## src/rtl/fact_arbiter.sv

```systemverilog
// rtl/fact_arbiter.sv - round-robin sharing of one factorial core among NREQ requesters
// Optional BUSY watchdog enabled by defining FACT_ARB_TIMEOUT_EN.
module fact_arbiter #(
  parameter int NREQ       = 2,
  parameter int IW         = 4,
  parameter int DW         = 32,
  parameter int TMO_CYCLES = 64
) (
  input  logic               clk,
  input  logic               rst,
  input  logic [NREQ-1:0]    req,
  input  logic [NREQ*IW-1:0] req_n,
  output logic [NREQ-1:0]    gnt,
  output logic [NREQ-1:0]    rsp_valid,
  output logic [DW-1:0]      rsp_result,
  output logic               rsp_err,
  output logic               core_go,
  output logic [IW-1:0]      core_n,
  input  logic               core_done,
  input  logic               core_err,
  input  logic [DW-1:0]      core_result
);

  localparam int PW = (NREQ > 1) ? $clog2(NREQ) : 1;
  localparam logic [NREQ-1:0] ONE = NREQ'(1);

  typedef enum logic [1:0] {IDLE, BUSY, RESP, DRAIN} state_t;

  state_t          state, state_nxt;
  logic [PW-1:0]   ptr, owner, win_idx;
  logic            win_found;
  logic            first_busy, done_q;
  logic            busy_done;
  logic            tmo_hit, tmo_flag;

  function automatic logic [PW-1:0] wrap_add(input logic [PW-1:0] p, input int k);
    return PW'((int'(p) + k) % NREQ);
  endfunction

  // Search starts just after the last winner so every requester gets a turn.
  always_comb begin
    win_found = 1'b0;
    win_idx   = ptr;
    for (int k = 1; k <= NREQ; k++) begin
      if (!win_found && req[wrap_add(ptr, k)]) begin
        win_found = 1'b1;
        win_idx   = wrap_add(ptr, k);
      end
    end
  end

  // A done that was already high when BUSY began is stale and must not complete this op.
  assign busy_done = (state == BUSY) && core_done && !(first_busy && done_q);

`ifdef FACT_ARB_TIMEOUT_EN
  localparam int CW = $clog2(TMO_CYCLES + 1);
  logic [CW-1:0] tmo_cnt;

  always_ff @(posedge clk) begin
    if (rst || state != BUSY) tmo_cnt <= '0;
    else                      tmo_cnt <= tmo_cnt + 1'b1;
  end

  assign tmo_hit = (state == BUSY) && !busy_done && (tmo_cnt == CW'(TMO_CYCLES - 1));
`else
  logic [31:0] unused_tmo;
  assign unused_tmo = TMO_CYCLES;
  assign tmo_hit    = 1'b0;
`endif

  always_ff @(posedge clk) begin
    if (rst) state <= IDLE;
    else     state <= state_nxt;
  end

  always_comb begin
    state_nxt = state;
    case (state)
      IDLE:  if (win_found) state_nxt = BUSY;
      BUSY:  if (busy_done || tmo_hit) state_nxt = RESP;
      RESP:  state_nxt = (tmo_flag || core_done) ? DRAIN : IDLE;
      DRAIN: if (!core_done) state_nxt = IDLE;
      default: state_nxt = IDLE;
    endcase
  end

  always_ff @(posedge clk) begin
    if (rst) begin
      gnt        <= '0;
      rsp_valid  <= '0;
      rsp_result <= '0;
      rsp_err    <= 1'b0;
      core_go    <= 1'b0;
      core_n     <= '0;
      ptr        <= PW'(NREQ - 1);
      owner      <= '0;
      first_busy <= 1'b0;
      done_q     <= 1'b0;
      tmo_flag   <= 1'b0;
    end else begin
      done_q    <= core_done;
      rsp_valid <= '0;
      case (state)
        IDLE: begin
          if (win_found) begin
            gnt        <= ONE << win_idx;
            core_n     <= req_n[int'(win_idx)*IW +: IW];
            core_go    <= 1'b1;
            ptr        <= win_idx;
            owner      <= win_idx;
            first_busy <= 1'b1;
            tmo_flag   <= 1'b0;
          end
        end
        BUSY: begin
          first_busy <= 1'b0;
          if (busy_done) begin
            rsp_result <= core_err ? '0 : core_result;
            rsp_err    <= core_err;
            core_go    <= 1'b0;
            rsp_valid  <= ONE << owner;
          end else if (tmo_hit) begin
            rsp_result <= '1;
            rsp_err    <= 1'b1;
            core_go    <= 1'b0;
            rsp_valid  <= ONE << owner;
            tmo_flag   <= 1'b1;
          end
        end
        RESP: begin
          gnt <= '0;
        end
        default: ;
      endcase
    end
  end

endmodule

```

## config.mk

```make
export PLATFORM = sky130hd
export DESIGN_NAME = fact_arbiter
export DESIGN_NICKNAME = d
export VERILOG_FILES = /design/src/rtl/fact_arbiter.sv
export SDC_FILE = /design/constraint.sdc
export NUM_CORES = 1
export LEC_CHECK = 0
export ABC_AREA = 0
export BUFFER_PORTS_ARGS = -buffer_cell sky130_fd_sc_hd__buf_2
export CELL_PAD_IN_SITES_DETAIL_PLACEMENT = 1
export CELL_PAD_IN_SITES_GLOBAL_PLACEMENT = 2
export CORE_AREA = 4 4 87 89
export CTS_BUF_LIST = sky130_fd_sc_hd__clkbuf_8
export DETAILED_ROUTE_END_ITERATION = 8
export DIE_AREA = 0 0 91 93
export GPL_TIMING_DRIVEN = 1
export PLACE_DENSITY_LB_ADDON = 0.3
export REMOVE_ABC_BUFFERS = 1
export SLEW_MARGIN = 10
export SYNTH_ARGS = -nofsm -noshare
export SYNTH_HDL_FRONTEND = slang
export SYNTH_SLANG_ARGS = --single-unit
```

## constraint.sdc

```tcl
create_clock -name clk -period 2.2 [get_ports clk]
set_input_delay 0.22 -clock clk [delete_from_list [all_inputs] [get_ports clk]]
set_output_delay 0.22 -clock clk [all_outputs]
set_load 0.05 [all_outputs]
```

Word level (Yosys, flattened, before mapping)
Index checks and enable logic that the tools add are counted.
{"block": "totals", "ff_bits": 48, "input_bits": 46, "out_inout_bits": 42}
{"block": "op_classes", "add_sub_neg": 2, "order_cmp": 2, "n_eq_ne": 6, "shifts": 3, "mux": 20, "bitwise_logic": 2, "reduce_logical": 16}
{"operator": "$mux 32", "count": 1}
{"operator": "$mux 1", "count": 10}
{"operator": "$mux 2", "count": 5}
{"operator": "$pmux 2 s4", "count": 1}
{"operator": "$reduce_and 2->1", "count": 4}
{"operator": "$shiftx 8x4->4", "count": 1}
{"operator": "$ne 2x2->1 const B", "count": 3}
{"operator": "$reduce_and 3->1", "count": 2}
{"operator": "$eq 2x2->1 const B", "count": 2}
{"operator": "$logic_and 1x1->1", "count": 4}
{"operator": "$lt 1x2->1 const B", "count": 2}
{"operator": "$pmux 1 s2", "count": 2}
{"operator": "$pmux 2 s2", "count": 1}
{"operator": "$reduce_bool 2->1", "count": 2}
{"operator": "$shl 1x1->2 const A", "count": 2}
{"operator": "$reduce_or 3->1", "count": 1}
{"operator": "$add 1x1->1 const B", "count": 2}
{"operator": "$eq 2x1->1 const B", "count": 1}
{"operator": "$logic_not 1->1", "count": 2}
{"operator": "$logic_not 2->1", "count": 1}
{"operator": "$not 1->1", "count": 2}

Logic depth before layout (Yosys ltp)
{"block": "depth", "ltp_word": 10, "ltp_mapped": 6, "depth_no_buf": 4}

Worst setup path before layout
No wires, ideal clock.
{"block": "synth_timing", "path_kind": "register -> register", "start": "register state[1]", "end": "register rsp_result[0]", "setup_time_ps": 132, "arrival_time_ps": 1009, "t_required_ps": 2068, "setup_slack_ps": 1059, "path_stages_with_launch": 6, "synth_period_minus_slack_ps": 1141, "path_cell_list": "dfxtp_1 and4b_1 buf_6 buf_8 nand3b_1 a21oi_1"}
{"block": "synth_via", "elab_chain_cells": 4}
{"item": "from (decl)", "line": "29", "source": "state_t state, state_nxt;"}
{"item": "from (signal assigned)", "line": "73", "source": "else state <= state_nxt;"}
{"item": "$eq 2x1->1 *", "line": "53, 103"}
{"item": "$logic_and 1x1->1 (2 in a row)", "line": "53", "source": "assign busy_done = (state == BUSY) && core_done && !(first_busy && done_q);"}
{"item": "$reduce_and 2->1 (no line) *"}
{"item": "to (signal assigned)", "line": "118", "source": "rsp_result <= core_err ? '0 : core_result;"}
{"item": "to (decl)", "line": "15", "source": "output logic [DW-1:0] rsp_result,"}
Mark *: on every way between the ends. The rest lies on a longest branch, timed or not.
A chain may end at the register's enable or synchronous reset.

Final worst setup path
{"block": "layout_timing", "start": "register state[0]", "end": "register core_go"}
{"block": "layout_via", "elab_chain_cells": 5, "elab_cells_between_ends": 9}
{"item": "$eq 2x1->1", "line": "53, 103"}
{"item": "$logic_and 1x1->1 (2 in a row)", "line": "53"}
{"item": "$ne 2x2->1 (no line)"}
{"item": "$reduce_and 3->1 (no line)"}
{"item": "to (signal assigned)", "line": "93", "source": "core_go <= 1'b0;"}
{"item": "to (signal assigned)", "line": "108", "source": "core_go <= 1'b1;"}
{"item": "to (signal assigned)", "line": "120", "source": "core_go <= 1'b0;"}
{"item": "to (decl)", "line": "17", "source": "output logic core_go,"}
Parallel ways exist; a longest one is shown, timed or not.

==> results_dict.tcl <==
set metrics [dict create \
    synth_top_area_share_pct 49.6 \
    numCtsBuffers 5 \
    viasPerCell 4.65 \
    clk_latency_ps 290 \
    gp_congestion 0.660 \
    drc 0 \
    clkPwrFrac_pct 34.4 \
    initial_utilization_pct 28.7 \
    seqPwrFrac_pct 47.2 \
    hold_buffers 0 \
    ir_drop_mv 0.216 \
    grt_setup_unrepaired "false" \
    clock-sinks 48 \
    yosysMostFrequentCell "dfxtp_1" \
    path_clk_slew_ps 90 \
    hold_viol_final 0 \
    power.leakage_nw 1.08 \
    max_slew_margin_pct 58.6 \
    drtAntennaViolNets 0 \
    num_vias 1735 \
    cts_setup_buffers 0 \
    top_usage_layer "met2" \
    io_pins 88 \
    ys_top_cells_by_area "dfxtp_1 (50%), nand3b_1 (14%), a21oi_1 (11%)" \
    grt_pass1_vias 1837 \
    end_kind "flip-flop" \
    use_met2_pct 23.0 \
    synth_top_area_cell "dfxtp_1" \
    avgRoutedWirePerCell_microns 14.3 \
    dp.cells 365 \
    dr.pass1.iters 4 \
    wirelength_mm 5.35 \
    tns_ps 0 \
    yosysSeqAreaShare_pct 49.6 \
    synth_commonest_cells "dfxtp_1 (48), a21oi_1 (42), nand2_1 (40)" \
    die_x_microns 91 \
    met3_usage_pct 4.18 \
    drive_above_1_share_pct 35.2 \
    fmax_mhz 666 \
    intPower_w 0.00143 \
    p_sw_share_pct 28.3 \
    max_cap_viol_count 0 \
    post-route-period-util_pct 68.3 \
    power_frac_comb_pct 18.4 \
    final_area_sq_um 2490 \
    synth_ff_type "dfxtp_1" \
    diodes 0 \
    cts_tree "done" \
    worstPathRequired_ps 2370 \
    synth_warnings 0 \
    cp-start-kind "flip-flop" \
    setup_viol 0 \
    switchingPower_w 0.000567 \
    grt_max_degree 37 \
    htree_levels 2 \
    final_nets 338 \
    hp-class "in2reg" \
    dpl_cell_area_sq_um 2370 \
    final_cells 373 \
    worst_pin_slew_ps 620 \
    use_met1_pct 13.9 \
    worst-path-max-fanout 36 \
    overflow 0 \
    maxSlewViolCount 0 \
    crit_type "reg2reg" \
    dieArea_sq_um 8460 \
    area_growth_syn_to_layout_pct 28.7 \
    synth-edff-count 0 \
    track_usage_pct 12.7 \
    syn_avg_cell_area_sq_um 9.09 \
    synth_seq_cells 48 \
    syn_inst 213 \
    grt_pass1_wl_mm 8.70 \
    synth_area_sq_um 1940 \
    antenna_found_initial 0 \
    status "finished clean" \
    power-per-cell-area_nw_per_um2 802 \
    finalClockSkew_ps 3.35 \
    cts-resized-gates 0 \
    cts-root-buf "clkbuf_8" \
    drt_iter0_drc 30 \
    post-route-min-period_ps 1500 \
    arrival_ps 1670 \
    setup_slack_ps 698 \
    cts_buffer_depth 2 \
    async_flop_share_pct 0 \
    port_buffers 87 \
    place_ws_ps 681 \
    rows 30 \
    post-dp-hpwl_mm 3.70 \
    synth_cell_type_count 26 \
    chipHeight_microns 93 \
    fp.coreArea_sq_um 6760 \
]
-- state kept, by name, summed over array words and instances (netlist names), 2 cells and up --
signal	count
core_n	4
gnt	2
rsp_result	32
rsp_valid	2
state	2
-- kinds of logic (layout without fill, tap and decap cells) --
group	after synthesis	in the layout	share of synthesized area [%]
simple gates	93	93	27.6
compound gates	51	51	14.5
flops	48	48	49.6
buf+inv	17	97	6.20
mux	4	4	2.07
-- layout by cell type, fill, tap and decap left out --
master,netlist,final
nor2_1,5,5
dfxtp_1,48,48
nand2_1,40,40
mux2i_1,4,4
buf_4,1,2
a211oi_1,4,4
nor2b_1,2,2
a21oi_1,42,42
o21ai_2,2,2
or2b_1,1,1
nand2_2,1,1
nand2b_1,3,3
buf_2,3,87
clkbuf_8,0,7
and4b_1,1,1
nor3_1,1,1
or2_2,1,1
nor2_2,1,1
o21a_1,1,1
nand3b_1,35,35
nor3b_1,1,1
a21o_1,2,2
nand4b_4,1,1
bufinv_16,0,1
-- layout make-up --
type                       instances  area (sq um)
sequential                        48           961
tap                               80           100
multi-input combinational        148           856
fill                             837          4260
clock inverter                     1          30.0
timing repair buffer              89           450
clock buffer                       7          96.3
-- critical path: stages (launching register included) --
cell and delay [ps]:
dfxtp_1 520, nand4b_4 490, a21oi_1 300, nor2_1 50
-- power by group through the flow --
stage          clock network, W  registers, W  logic [W]
2_1_floorplan                 0       0.00108   0.000122
5_1_grt                0.000752      0.000951   0.000403
3_3_place_gp                  0      0.000963   0.000372
3_5_place_dp                  0      0.000964   0.000376
6_report               0.000687      0.000943   0.000369
4_1_cts                0.000721      0.000944   0.000377
-- worst paths after layout --
check,slack [ps],depth (start not counted),from,endpoint
worst max-delay path,700,3,state[0],core_go
worst min-delay path,180,3,core_result[13],rsp_result[13]
worst max register to register,700,3,state[0],core_go
worst min register to register,450,1,owner,rsp_valid[0]
-- per-layer routing --
metal,share of wire [%],wire length (microns)
met5,0,0
met1,42,2220
met3,6.1,327
met2,51,2730
met4,1.2,65
-- metrics by stage --
step / hold slack, ps / power, W / utilization, %
after CTS: 173 / 0.00204 / 36.9
after detailed placement: 443 / 0.00134 / 35.0
after global placement: 434 / 0.00134 / 35.0
after floorplan: 289 / 0.00120 / -
after global routing: 174 / 0.00211 / 36.9
final: 185 / 0.00200 / 36.9
(Power assumes the default switching activity.)
